===== src/rtl/cpu_core_exec_sequencer.sv =====
// Core execution sequencer: drives CRST/CEXEC from a reset/run/step/halt command handshake.
// Define CPU_CORE_SEQ_BREAKPOINT_EN to include the PC breakpoint compare.
module cpu_core_exec_sequencer #(
   parameter int unsigned RST_CYCLES = 16,
   parameter int unsigned CNT_WIDTH  = 32
) (
   input  logic                 CCLK,
   input  logic                 CRSTN,
   input  logic                 CMD_VALID,
   output logic                 CMD_READY,
   input  logic [1:0]           CMD,
   input  logic [15:0]          STEP_NUM,
   input  logic [31:0]          BP_ADDR,
   input  logic                 BP_ENABLE,
   input  logic [31:0]          REGPC,
   output logic                 CRST,
   output logic                 CEXEC,
   output logic [1:0]           STATE,
   output logic [1:0]           HALT_CAUSE,
   output logic                 DONE,
   output logic [CNT_WIDTH-1:0] EXEC_CNT
);

   localparam int unsigned RstW = $clog2(RST_CYCLES + 1);

   localparam logic [RstW-1:0]      RstLoad = RstW'(RST_CYCLES);
   localparam logic [RstW-1:0]      RstOne  = RstW'(1);
   localparam logic [CNT_WIDTH-1:0] CntOne  = CNT_WIDTH'(1);

   localparam logic [1:0] CmdReset = 2'b00;
   localparam logic [1:0] CmdRun   = 2'b01;
   localparam logic [1:0] CmdStep  = 2'b10;
   localparam logic [1:0] CmdHalt  = 2'b11;

   localparam logic [1:0] CauseNone = 2'b00;
   localparam logic [1:0] CauseCmd  = 2'b01;
   localparam logic [1:0] CauseStep = 2'b10;
   localparam logic [1:0] CauseBp   = 2'b11;

   typedef enum logic [1:0] {
      StReset = 2'd0,
      StHalt  = 2'd1,
      StRun   = 2'd2,
      StStep  = 2'd3
   } state_e;

   state_e          state_q;
   logic [RstW-1:0] rst_cnt_q;
   logic [15:0]     step_cnt_q;
   logic            first_q;

   logic cmd_acc;
   logic cmd_reset;
   logic cmd_run;
   logic cmd_step;
   logic cmd_halt;
   logic step_done;
   logic bp_hit;

   assign STATE = state_q;

   assign cmd_acc   = CMD_VALID & CMD_READY;
   assign cmd_reset = cmd_acc & (CMD == CmdReset);
   assign cmd_run   = cmd_acc & (CMD == CmdRun);
   assign cmd_step  = cmd_acc & (CMD == CmdStep);
   assign cmd_halt  = cmd_acc & (CMD == CmdHalt);

   assign step_done = (state_q == StStep) & CEXEC & (step_cnt_q == 16'd1);

`ifdef CPU_CORE_SEQ_BREAKPOINT_EN
   // First execute cycle after entry is masked so a resume from the breakpoint PC advances.
   assign bp_hit = CEXEC & BP_ENABLE & ~first_q & (REGPC == BP_ADDR);
`else
   logic unused_bp;
   assign unused_bp = ^{BP_ADDR, BP_ENABLE, REGPC, first_q};
   assign bp_hit    = 1'b0;
`endif

   always_ff @(posedge CCLK or negedge CRSTN) begin
      if (!CRSTN) begin
         state_q    <= StReset;
         rst_cnt_q  <= RstLoad;
         step_cnt_q <= '0;
         first_q    <= 1'b0;
         CRST       <= 1'b1;
         CEXEC      <= 1'b0;
         CMD_READY  <= 1'b0;
         HALT_CAUSE <= CauseNone;
         DONE       <= 1'b0;
         EXEC_CNT   <= '0;
      end else begin
         DONE <= 1'b0;
         if (CEXEC) begin
            EXEC_CNT <= EXEC_CNT + CntOne;
            first_q  <= 1'b0;
         end

         if (cmd_reset) begin
            // Only reachable from a ready state; overrides every other event.
            state_q    <= StReset;
            rst_cnt_q  <= RstLoad;
            CRST       <= 1'b1;
            CEXEC      <= 1'b0;
            CMD_READY  <= 1'b0;
            HALT_CAUSE <= CauseNone;
            EXEC_CNT   <= '0;
         end else begin
            unique case (state_q)
               StReset: begin
                  if (rst_cnt_q == RstOne) begin
                     state_q   <= StHalt;
                     CRST      <= 1'b0;
                     CMD_READY <= 1'b1;
                  end else begin
                     rst_cnt_q <= rst_cnt_q - RstOne;
                  end
               end

               StHalt: begin
                  if (cmd_run) begin
                     state_q <= StRun;
                     CEXEC   <= 1'b1;
                     first_q <= 1'b1;
                  end else if (cmd_step) begin
                     if (STEP_NUM == 16'd0) begin
                        HALT_CAUSE <= CauseStep;
                        DONE       <= 1'b1;
                     end else begin
                        state_q    <= StStep;
                        step_cnt_q <= STEP_NUM;
                        CEXEC      <= 1'b1;
                        first_q    <= 1'b1;
                     end
                  end
               end

               StRun, StStep: begin
                  if (cmd_halt) begin
                     state_q    <= StHalt;
                     CEXEC      <= 1'b0;
                     HALT_CAUSE <= CauseCmd;
                     DONE       <= 1'b1;
                  end else if (bp_hit) begin
                     state_q    <= StHalt;
                     CEXEC      <= 1'b0;
                     HALT_CAUSE <= CauseBp;
                     DONE       <= 1'b1;
                  end else if (step_done) begin
                     state_q    <= StHalt;
                     CEXEC      <= 1'b0;
                     HALT_CAUSE <= CauseStep;
                     DONE       <= 1'b1;
                  end else if ((state_q == StStep) && CEXEC) begin
                     step_cnt_q <= step_cnt_q - 16'd1;
                  end
               end

               default: begin
                  state_q <= StReset;
               end
            endcase
         end
      end
   end

endmodule


===== config.mk =====
export PLATFORM = sky130hd
export DESIGN_NAME = cpu_core_exec_sequencer
export DESIGN_NICKNAME = d
export VERILOG_FILES = /design/src/rtl/cpu_core_exec_sequencer.sv
export SDC_FILE = /design/constraint.sdc
export NUM_CORES = 1
export LEC_CHECK = 0
export CORE_MARGIN = 8
export CORE_UTILIZATION = 46
export CTS_CLUSTER_DIAMETER = 40
export DETAILED_ROUTE_END_ITERATION = 8
export HOLD_SLACK_MARGIN = 0.1
export PLACE_DENSITY = 0.82
export SLEW_MARGIN = 40
export SYNTH_ARGS = -nofsm -noshare
export SYNTH_HDL_FRONTEND = slang
export SYNTH_SLANG_ARGS = --single-unit

===== constraint.sdc =====
create_clock -name CCLK -period 3.4 [get_ports CCLK]
set_input_delay 0.51 -clock CCLK [delete_from_list [all_inputs] [get_ports CCLK]]
set_output_delay 0.51 -clock CCLK [all_outputs]
set_load 0.02 [all_outputs]

=== Word-level counts from Yosys, hierarchy flattened ===
Cells that the tools add are included.

* Register bits: 61
* Input bits: 86
* Output and inout bits: 40

* Add/subtract/negate cells: 3
* Equal/unequal tests: 22
* Muxes and demuxes: 47
* Bitwise logic cells: 8
* Reduce and logical (&&, ||, !) cells: 16

{| class="wikitable"
|+ Operators with widths
! kind !! number
|-
| 2-to-1 mux 16 bit || 6
|-
| 2-to-1 mux 32 bit || 2
|-
| adder 32 x 1 -> 32 bit (second input constant) || 1
|-
| case mux 16 bit (2 select lines) || 1
|-
| 2-to-1 mux 2 bit || 13
|-
| 2-to-1 mux 1 bit || 18
|-
| equality test 16 x 1 -> 1 bit (second input constant) || 1
|-
| logical NOT 16 bit || 1
|-
| subtractor 16 x 1 -> 16 bit (second input constant) || 1
|-
| 2-to-1 mux 5 bit || 3
|-
| inequality test 2 bit (second input constant) || 7
|-
| inequality test 3 bit (second input constant) || 4
|-
| inequality test 4 bit (second input constant) || 3
|-
| equality test 2 bit (second input constant) || 4
|-
| AND reduction 4 bit || 2
|-
| AND reduction 8 bit || 1
|-
| nonzero test 2 bit || 4
|-
| AND 1 bit || 7
|-
| case mux 2 bit (3 select lines) || 1
|-
| equality test 5 x 1 -> 1 bit (second input constant) || 1
|-
| AND reduction 5 bit || 1
|-
| subtractor 5 x 1 -> 5 bit (second input constant) || 1
|-
| equality test 2 x 1 -> 1 bit (second input constant) || 2
|-
| logical NOT 2 bit || 2
|-
| other kinds (7) || 9
|}

=== Longest topological paths before layout ===
Gate-level depths: netlist of run 1.

* Word-level depth: 7
* Mapped depth: 9
* Gate-level depth less buffers: 7

=== Least setup slack after synthesis of run 1 ===
No wires, ideal clock.

* Path kind: register to register
* Start point: register step_cnt_q[4]
* End point: register step_cnt_q[15]
* Setup time: 0.121 ns
* Arrival: 1.829 ns
* Data required time: 3.279 ns
* Setup slack: 1.450 ns
* Stages on the path, launching flop included: 7
* Path buffers: 1
* Path through: dfrtp_1 or4_4 nor4_4 a21oi_2 and2_4 buf_6 a22o_2

* Longest elaborated chain between the ends: 5
* Elaborated cells between the ends (all ways): 9
* Those cells by class: add/sub (1); eq/ne (2); mux (4); bitwise (1); reduce/logical (1)

{| class="wikitable"
|+ Ends and longest elaborated chain
! item !! RTL line !! RTL
|-
| from (decl) || 49 || <nowiki>logic [15:0] step_cnt_q;</nowiki>
|-
| from (signal assigned) || 154 || <nowiki>step_cnt_q <= step_cnt_q - 16'd1;</nowiki>
|-
| subtractor 16 x 1 -> 16 bit || 154 ||
|-
| 2-to-1 mux 16 bit || 153 || <nowiki>end else if ((state_q == StStep) && CEXEC) begin</nowiki>
|-
| 2-to-1 mux 16 bit || 148 || <nowiki>end else if (step_done) begin</nowiki>
|-
| 2-to-1 mux 16 bit || 138 || <nowiki>if (cmd_halt) begin</nowiki>
|-
| case mux 16 bit (2 select lines) || 108 || <nowiki>unique case (state_q)</nowiki>
|}

Several ways; a longest one is shown, not always the timed one. The select of a mux whose other input is x is not followed.
A chain may end at the register's enable or synchronous reset.

=== Final worst setup path of run 1 ===
* Start point: input CMD[1]
* End point: register step_cnt_q[15]

* Longest elaborated chain between the ends: 4
* Elaborated cells between the ends (all ways): 13
* Those cells by class: eq/ne (6); bitwise (5); reduce/logical (2)

{| class="wikitable"
|+ Ends and longest elaborated chain
! item !! RTL line !! RTL
|-
| from (decl) || 11 || <nowiki>input logic [1:0] CMD,</nowiki>
|-
| equality test 2 bit, or another cell as far along || 66 || <nowiki>assign cmd_halt = cmd_acc & (CMD == CmdHalt);</nowiki>
|-
| AND 1 bit, on equally long branches || -- ||
|-
| inequality test 2 bit (no line) / inverter 1 bit (equally long branches) || -- ||
|-
| AND reduction 8 bit (no line) (*) || -- ||
|}

Mark *: on every way between the ends. The rest lies on a longest branch, timed or not.

==> impl_metrics.csv, run 1 <==
group,metric,value,unit
run_status,status,"finished, final reports clean",
pwr,comb_power_share,42.7,%
pwr,p_total,3.70,mW
sta,finClkSkew,12.6,ps
synth,synth_top_cell_by_area,"dfrtp_1",
setup_path,start_kind,"input pin",
synth,synth-edff-count,0,
placed_design,io_buffers,60,
global_routing,gr-total-overflow,0,
floorplan,dieWidth,103,um
synth,syn_inst,378,
clock_tree,cts_tree,"done",
drt,vias,3055,
pwr,total_leakage_power,1.75,nW
setup_path,rrSetupSlack,1150,ps
cells_and_area,final_cells,540,
drt,drc,0,
floorplan,die_area,10600,um^2
job,cap_violations,0,
synth,ys.flop_type,"dfrtp_1",
floorplan,core,7290,um^2
cells_and_area,drive_gt1_share,11.8,%
pwr,p_seq_share,39.1,%
synth,synthXorXnorAreaFrac,7.81,%
synth,synth_top_area_share,42.5,%
clock_tree,h-tree-depth,3,
clock_tree,post_cts_buffers,0,
clock_tree,clock_latency,350,ps
sta,tightestPinTransition,700,ps
synth,synthAdderAreaFrac,1.80,%
placed_design,placed_cells,524,
setup_path,crit_type,"input pin to register",
drt,drt_first_pass_iters,5,
sta,hold_viol,0,
pwr,clkPwrFrac,18.2,%
placed_design,placed_cell_area,4090,um^2
setup_path,rr_startpoint,"STATE[1]$_DFFE_PN0P_",
sta,slew_viol_final,0,
synth,syn_area_per_cell,9.19,um^2
synth,synth.ff_latch_count,61,
placed_design,gp_congestion,0.840,
sta,finalCriticalPeriod,2400,ps
synth,synth.distinct_cells,52,
pwr,power_density,862,nW/um^2
cells_and_area,final_nets,527,
placed_design,hpwl,5830,um
clock_tree,clock-sinks,61,
cells_and_area,post-route-util,58.9,%
synth,synth-seq-area-share,44.0,%
setup_path,worstPathCellList,"clkdlybuf4s50_1 > nand4bb_1 > nand2_1 > a21oi_2 > and2_4 > a22o_2",
setup_path,cp_max_fo,16,
sta,slew_headroom,53.4,%
global_routing,grt_pass1_wl,13600,um
setup_path,worstPathArrival,2690,ps
sta,timing.fmax,0.416,GHz
setup_path,rr_endpoint,"step_cnt_q[15]$_DFFE_PN0P_",
pwr,switchingPower,1.58,mW
synth,syn-num-nets,469,
floorplan,initial_core_util,47.6,%
synth,yosys_warnings,0,
sta,setup_viol,0,
global_routing,track_usage,16.4,%
cells_and_area,antenna_cells,0,
drt,wl_per_cell,15.3,um
clock_tree,ctsResizeCount,0,
synth,syn_area,3470,um^2
synth,synthTopCellsByCount,"dfrtp_1, nor2_1, nand2_1, xor2_1, nand3_1",
setup_path,slowest_delay,580,ps
global_routing,grt_start_max_net_pins,47,
sta,tns,0,ps
worst_hold_path,hp-class,"input pin to asynchronous set/reset pin",
clock_tree,cts_root_buffer,"clkbuf_8",
synth,synthArstFlopShare,100,%
setup_path,worstPathRequired,3680,ps
floorplan,die_y,103,um
cells_and_area,finalInstanceArea,4300,um^2
drt,ant_nets,0,
setup_path,end_kind,"register",
setup_path,endpoint,"step_cnt_q[15]$_DFFE_PN0P_",
drt,via_per_inst,5.66,
sta,period_share,70.7,%
synth,synth_simple_gate_area_share,26.5,%
pwr,sw_frac_of_total,42.6,%
pwr,peakVddDrop,0.473,mV
synth,synth_top_family_by_area,"simple AND/OR/NAND/NOR gates",
drt,drt_iter0_markers,204,
drt,totalWireLength,8250,um
global_routing,grt_antenna_before_repair,0,
synth,synth_compound_area_share,14.0,%
setup_path,r2r_cells,5,
clock_tree,clkTransAtPathRegs,80,ps
setup_path,startpoint,"CMD[1]",
setup_path,cp_slowest_cell,"clkdlybuf4s50_1",
sta,rsz0062_at_grt,"false",
clock_tree,ctsHoldBuffers,0,
cells_and_area,area_growth,23.6,%
global_routing,grt_pass1_vias,2852,
synth,synth_most_common_cell,"dfrtp_1",
synth,synthTopCellsByArea,"dfrtp_1, xor2_1, nor2_1",
floorplan,pin_count,126,
synth,synthMuxAreaShare,0.288,%
floorplan,rows,31,
clock_tree,cts_buffers,9,
pwr,p_int,2.12,mW
clock_tree,cts.path.max_buffers,2,
==> sequential cells by signal (all words and copies together) (netlist names), 2 cells and up <==
name        cells
EXEC_CNT       32
STATE           2
rst_cnt_q       5
step_cnt_q     16
HALT_CAUSE      2
==> metrics by stage <==
step           worst slack (ps)  hold WS, ps
2_1_floorplan              1450          214
6_report                    995          161
3_5_place_dp                694          458
3_3_place_gp                707          451
5_1_grt                     904          209
4_1_cts                     992          176
==> cell type report <==
type	count	area (um^2)
clock buffers	10	138
clock inverters	6	70.1
fillers	637	3000
inverters	7	26.3
multi-input cells	291	1770
flip-flops and latches	61	1530
well taps	99	124
repair buffers	66	643
==> cells in the final DEF, fill, tap and decap left out, types with 11 or more instances in the layout <==
cell             netlist  layout
nand2_1               40      40
clkdlybuf4s50_1        0      59
nand3_1               23      23
a21oi_1               16      16
a21oi_2               11      11
xor2_1                24      24
o22ai_1               11      11
dfrtp_1               59      59
a31oi_1               12      12
nand4_1               16      16
nor2_1                51      51
==> worst min path at each step <==
stage	from	endpoint	slack, ps
global route	CRSTN	EXEC_CNT[16]$_DFFE_PN0P_	210
detailed placement	CRST$_DFFE_PN1P_	CRST$_DFFE_PN1P_	460
CTS	CRSTN	EXEC_CNT[16]$_DFFE_PN0P_	180
finish	CRSTN	EXEC_CNT[16]$_DFFE_PN0P_	160
global placement	CRST$_DFFE_PN1P_	CRST$_DFFE_PN1P_	450
floorplan	CRSTN	CEXEC$_DFFE_PN0P_	210
==> worst max-delay path, delay by kind of cell <==
kind	cells	cell delay (ps)
simple gates	3	890
compound gates	2	700
buf+inv	1	580
==> kinds of logic (layout without fill, tap and decap cells) <==
group,count (synthesis),after routing
AO/OA/AOI/OAI,73,73
XOR/XNOR,31,31
adder cells (fa/ha/maj),5,5
buffers and inverters,26,89
flip-flops,61,61
multiplexers,1,1
AND/OR/NAND/NOR,181,181
==> power by group through the flow <==
stage          logic, mW  clock network, mW  registers, mW
2_1_floorplan      0.932                  0           1.54
3_3_place_gp        1.53                  0           1.43
3_5_place_dp        1.59                  0           1.45
4_1_cts             1.60              0.689           1.44
5_1_grt             1.74              0.727           1.50
6_report            1.58              0.675           1.45
==> routing by layer <==
layer  vias up  GRT usage [%]  part of all wire (%)
li1       1476              -                     -
met1      1481           20.7                    45
met2        84           25.8                    48
met3        14           3.65                   5.2
met4         0           8.45                   1.9
met5         -              0                     0
Note: power is estimated with default switching activity, not from simulation.
==> run 2, diff against run 1 <==
--- a/config.mk
+++ b/config.mk
@@ -6,11 +6,11 @@
 export NUM_CORES = 1
 export LEC_CHECK = 0
 export CORE_MARGIN = 8
-export CORE_UTILIZATION = 46
+export CORE_UTILIZATION = 41
 export CTS_CLUSTER_DIAMETER = 40
 export DETAILED_ROUTE_END_ITERATION = 8
 export HOLD_SLACK_MARGIN = 0.1
-export PLACE_DENSITY = 0.82
+export PLACE_DENSITY = 0.77
 export SLEW_MARGIN = 40
 export SYNTH_ARGS = -nofsm -noshare
 export SYNTH_HDL_FRONTEND = slang
==> constraint.sdc (replaced) <==
create_clock -name CCLK -period 2.1 [get_ports CCLK]
set_input_delay 0.315 -clock CCLK [delete_from_list [all_inputs] [get_ports CCLK]]
set_output_delay 0.315 -clock CCLK [all_outputs]
set_load 0.02 [all_outputs]
==> impl_metrics.csv, run 2 (synthesis results as in run 1) <==
group,metric,value,unit
setup_path,worstPathRequired,2330,ps
drt,wl_per_cell,15.2,um
sta,whs,459,ps
clock_tree,cts_root_buffer,"clkbuf_8",
setup_path,rrSetupSlack,90,ps
run_status,status,"finished, final reports clean",
clock_tree,clkTransAtPathRegs,70,ps
setup_path,rr_endpoint,"step_cnt_q[11]$_DFFE_PN0P_",
cells_and_area,fillers,731,
cells_and_area,drive_gt1_share,18.4,%
sta,period_share,95.7,%
pwr,peakVddDrop,0.610,mV
drt,drt_iter0_markers,178,
floorplan,core,8220,um^2
clock_tree,cts_buffers,9,
pwr,p_total,6.18,mW
setup_path,start_kind,"register",
worst_hold_path,hold_path.startpoint,"CRST$_DFFE_PN1P_",
drt,totalWireLength,8860,um
drt,via_per_inst,5.59,
placed_design,hpwl,6460,um
setup_path,crit_type,"register to register",
clock_tree,clock-sinks,61,
global_routing,track_usage,15.8,%
sta,timing.fmax,0.498,GHz
cells_and_area,area_growth,32.7,%
global_routing,grt_pass1_wl,15200,um
pwr,total_leakage_power,1.93,nW
clock_tree,post_cts_buffers,0,
global_routing,grt_antenna_before_repair,0,
cells_and_area,final_nets,564,
setup_path,worstPathArrival,2240,ps
global_routing,gr-total-overflow,0,
sta,rsz0062_at_grt,"false",
sta,finClkSkew,9.81,ps
global_routing,grt_pass1_vias,3232,
placed_design,gp_congestion,0.834,
clock_tree,cts_tree,"done",
clock_tree,clock_latency,340,ps
floorplan,die_area,11700,um^2
worst_hold_path,worstHoldEndpoint,"CRST$_DFFE_PN1P_",
drt,vias,3260,
cells_and_area,post-route-util,56.1,%
clock_tree,h-tree-depth,3,
job,cap_violations,0,
placed_design,placed_cell_area,4410,um^2
cells_and_area,largest_reg_flops,32,
floorplan,die_y,108,um
cells_and_area,finalInstanceArea,4610,um^2
drt,drc,0,
global_routing,grt_start_max_net_pins,62,
drt,drt_first_pass_iters,4,
setup_path,end_kind,"register",
sta,setup_slack,90.5,ps
floorplan,pin_count,126,
floorplan,initial_core_util,42.3,%
floorplan,dieWidth,108,um
worst_hold_path,hold_depth,2,
cells_and_area,top_regs,"EXEC_CNT (32), step_cnt_q (16), rst_cnt_q (5)",
floorplan,rows,33,
cells_and_area,largest-register,"EXEC_CNT",
setup_path,r2r_cells,4,
placed_design,place_ws,-175,ps
sta,tightestPinTransition,483,ps
cells_and_area,layout_common_cells,"dfrtp_1, clkdlybuf4s50_1, nor2_1, nand2_1, buf_4",
sta,finalCriticalPeriod,2010,ps
drt,ant_nets,0,
clock_tree,cts.path.max_buffers,2,
setup_path,rr_startpoint,"step_cnt_q[6]$_DFFE_PN0P_",
worst_hold_path,hp-class,"register to register",
sta,hold_viol,0,
pwr,power_density,1340,nW/um^2
sta,slew_viol_final,0,
cells_and_area,antenna_cells,0,
placed_design,io_buffers,60,
sta,setup_viol,0,
sta,slew_headroom,67.5,%
setup_path,cp_max_fo,4,
-- run 2: cell types whose count changed in the layout (fill, tap and decap cells not counted), sizes merged --
cell | previous run | this run
buf | 7 | 43
dlygate4sd3 | 0 | 1
clkinvlp | 0 | 1
clkinv | 3 | 5
inv | 9 | 7
clkbuf | 10 | 9
-- run 2: metal layers --
layer / up-vias / GRT usage, % / wire (um)
li1: 1550 / - / -
met1: 1587 / 20.2 / 3920
met2: 114 / 25.5 / 4240
met3: 9 / 3.81 / 612
met4: 0 / 5.05 / 84
met5: - / 0 / 0
-- run 2: power by group --
group          switching [mW]  internal (mW)  total, mW
Sequential              0.611           1.67       2.28
Clock                   0.479          0.541       1.02
Combinational            1.51           1.37       2.88
Total                    2.60           3.58       6.18
-- run 2: worst max-delay path by stage --
stage	start	to	slack, ps	cells past startpoint
after floorplan	step_cnt_q[4]$_DFFE_PN0P_	step_cnt_q[15]$_DFFE_PN0P_	150	6
after global placement	STEP_NUM[3]	step_cnt_q[15]$_DFFE_PN0P_	-140	8
after detailed placement	STEP_NUM[3]	step_cnt_q[15]$_DFFE_PN0P_	-180	8
after CTS	step_cnt_q[1]$_DFFE_PN0P_	step_cnt_q[6]$_DFFE_PN0P_	90	6
after global routing	step_cnt_q[1]$_DFFE_PN0P_	step_cnt_q[6]$_DFFE_PN0P_	8	6
final	step_cnt_q[6]$_DFFE_PN0P_	step_cnt_q[11]$_DFFE_PN0P_	90	4
-- run 2: per-stage QoR --
stage | setup TNS (ps) | std cells
6_report | 0 | 583
2_1_floorplan | 0 | 378
3_3_place_gp | -588 | 566
5_1_grt | 0 | 583
4_1_cts | 0 | 583
3_5_place_dp | -1150 | 566
-- run 2: area by class of cell --
cell class / count / area (um^2) / area share (%)
clock buffers: 9 / 124 / 2.69
clock inverters: 7 / 66.3 / 1.44
flip-flops and latches: 61 / 1530 / 33.2
well taps: 105 / 131 / 2.85
repair buffers: 103 / 971 / 21.1
inverters: 7 / 26.3 / 0.570
multi-input cells: 291 / 1760 / 38.2
-- run 2: timing repair --
| item | 4_1_cts | 5_1_grt |
|---|---|---|
| resized for setup | 0 | 1 |
| hold endpoints to repair | 59 | 0 |
| setup endpoints to repair | 0 | 2 |
| hold buffers | 1 | 0 |
-- run 2: critical path, cell delays in order, from the launching register on --
cell     delay [ps]
dfrtp_1         410
or4_4           580
or4_2           660
o22ai_1         190
a21oi_2          70
==> run 3, diff against run 2 <==
--- a/config.mk
+++ b/config.mk
@@ -6,11 +6,12 @@
 export NUM_CORES = 1
 export LEC_CHECK = 0
 export CORE_MARGIN = 8
-export CORE_UTILIZATION = 41
+export CORE_UTILIZATION = 57
 export CTS_CLUSTER_DIAMETER = 40
 export DETAILED_ROUTE_END_ITERATION = 8
+export DONT_BUFFER_PORTS = 1
 export HOLD_SLACK_MARGIN = 0.1
-export PLACE_DENSITY = 0.77
+export PLACE_DENSITY = 0.75
 export SLEW_MARGIN = 40
 export SYNTH_ARGS = -nofsm -noshare
 export SYNTH_HDL_FRONTEND = slang
==> impl_metrics.csv, run 3 (synthesis results as in run 1) <==
group,metric,value,unit
global_routing,grt_antenna_before_repair,0,
run_status,status,"finished, final reports clean",
setup_path,path_buf_inv,0,
worst_hold_path,hp-class,"input pin to register",
drt,via_per_inst,6.07,
clock_tree,cts_root_buffer,"clkbuf_8",
placed_design,hpwl,6270,um
floorplan,dieWidth,94.1,um
drt,totalWireLength,8760,um
cells_and_area,layout_commonest_cell,"dfrtp_1",
global_routing,grt_pass1_vias,2938,
placed_design,placed_cell_area,3730,um^2
sta,rsz0062_at_grt,"false",
cells_and_area,final_nets,506,
sta,slew_viol_final,0,
job,cap_violations,0,
floorplan,die_y,94.1,um
setup_path,path_delay_family,"simple AND/OR/NAND/NOR gates",
pwr,p_seq_share,39.8,%
pwr,p_int,3.22,mW
clock_tree,cts.path.max_buffers,2,
global_routing,track_usage,20.3,%
setup_path,slowest_delay,660,ps
setup_path,worstPathArrival,2270,ps
sta,finalCriticalPeriod,2050,ps
clock_tree,cts_tree,"done",
floorplan,initial_core_util,58.7,%
drt,drt_iter0_markers,141,
pwr,comb_power_share,42.2,%
cells_and_area,top_regs,"EXEC_CNT (32), step_cnt_q (16), rst_cnt_q (5)",
floorplan,pin_count,126,
sta,tightestPinTransition,669,ps
cells_and_area,finalInstanceArea,3960,um^2
sta,slew_headroom,55.1,%
setup_path,start_kind,"register",
setup_path,worstPathCellList,"or4_4 > or4_2 > o22ai_1 > a21oi_2",
global_routing,gr-total-overflow,0,
cells_and_area,drive_gt1_share,20.5,%
global_routing,grt_pass1_wl,14300,um
cells_and_area,post-route-util,66.9,%
pwr,power_density,1450,nW/um^2
cells_and_area,largest_reg_flops,32,
clock_tree,cts_buffers,9,
placed_design,gp_congestion,0.883,
floorplan,core,5920,um^2
cells_and_area,antenna_cells,0,
clock_tree,post_cts_buffers,0,
pwr,total_leakage_power,1.72,nW
cells_and_area,area_growth,14.0,%
drt,wl_per_cell,17.7,um
setup_path,worstPathRequired,2320,ps
sta,hold_viol,0,
drt,drt_first_pass_iters,4,
floorplan,rows,28,
setup_path,cp_max_fo,4,
setup_path,end_kind,"register",
drt,drc,0,
clock_tree,clock_latency,340,ps
drt,ant_nets,0,
setup_path,cp_slowest_cell,"or4_2",
drt,vias,3003,
cells_and_area,largest-register,"EXEC_CNT",
sta,tns,0,ps
cells_and_area,final_cells,495,
floorplan,die_area,8850,um^2
sta,period_share,97.8,%
clock_tree,h-tree-depth,3,
sta,finClkSkew,5.95,ps
pwr,sw_frac_of_total,44.1,%
global_routing,grt_start_max_net_pins,62,
pwr,clkPwrFrac,18.0,%
setup_path,crit_type,"register to register",
sta,setup_viol,0,
clock_tree,clkTransAtPathRegs,70,ps
pwr,peakVddDrop,0.789,mV
sta,timing.fmax,0.487,GHz
placed_design,io_buffers,0,
pwr,switchingPower,2.54,mW
placed_design,placed_cells,477,
cells_and_area,layout_common_cells,"dfrtp_1, nor2_1, buf_4, nand2_1, xor2_1",
clock_tree,clock-sinks,61,
-- run 3: path summary, 6_finish.rpt --
| check | startpoint | to | slack (ps) | cells past startpoint |
|---|---|---|---|---|
| min | CMD[0] | CMD_READY$_DFFE_PN0P_ | 160 | 2 |
| min reg2reg | CRST$_DFFE_PN1P_ | CRST$_DFFE_PN1P_ | 540 | 2 |
| min in group asynchronous | CRSTN | rst_cnt_q[1]$_DFFE_PN0P_ | 560 | 2 |
| max reg2reg | step_cnt_q[6]$_DFFE_PN0P_ | step_cnt_q[11]$_DFFE_PN0P_ | 50 | 4 |
| max in group asynchronous | CRSTN | CRST$_DFFE_PN1P_ | 1260 | 2 |
| max | step_cnt_q[6]$_DFFE_PN0P_ | step_cnt_q[11]$_DFFE_PN0P_ | 50 | 4 |
-- run 3: power by group through the flow --
stage,clock [mW],sequential (mW),combinational (mW)
5_1_grt,1.10,2.36,2.70
6_report,1.04,2.29,2.43
3_5_place_dp,0,2.31,2.39
2_1_floorplan,0,2.50,1.51
3_3_place_gp,0,2.27,2.29
4_1_cts,1.05,2.29,2.43
-- run 3: worst reg2reg max path, cell delays in order (launching register included) --
cell,delay (ps)
dfrtp_1,420
or4_4,580
or4_2,660
o22ai_1,200
a21oi_2,80
-- run 3: routing by layer --
layer / wire length (um) / vias to the layer above / global-route usage [%] / part of all wire [%]
met4: 112 / 0 / 7.66 / 1.3
met2: 4360 / 90 / 34.5 / 50
met1: 3580 / 1469 / 23.4 / 41
met3: 709 / 9 / 6.31 / 8.1
met5: 0 / - / 0 / 0
li1: - / 1435 / - / -
-- run 3: area by class of cell --
type	instances	area (um^2)
fill	506	1960
multi-input combinational	291	1760
sequential	61	1530
timing repair buffer	45	360
clock buffer	12	145
tap	75	93.8
clock inverter	4	47.5
inverter	7	26.3
-- run 3: timing repair --
action	CTS	global route
resized for setup	0	0
endpoints found under the hold margin	61	0
endpoints found under the setup margin	0	0
hold buffers	2	0
-- run 3: metrics by stage --
step           setup slack, ps  total power, mW  hold slack, ps
2_1_floorplan              150             4.01            19.4
3_3_place_gp              98.9             4.56            21.8
3_5_place_dp              59.3             4.70            21.4
4_1_cts                   51.5             5.76             150
5_1_grt                   1.06             6.15             169
6_report                  47.0             5.76             157
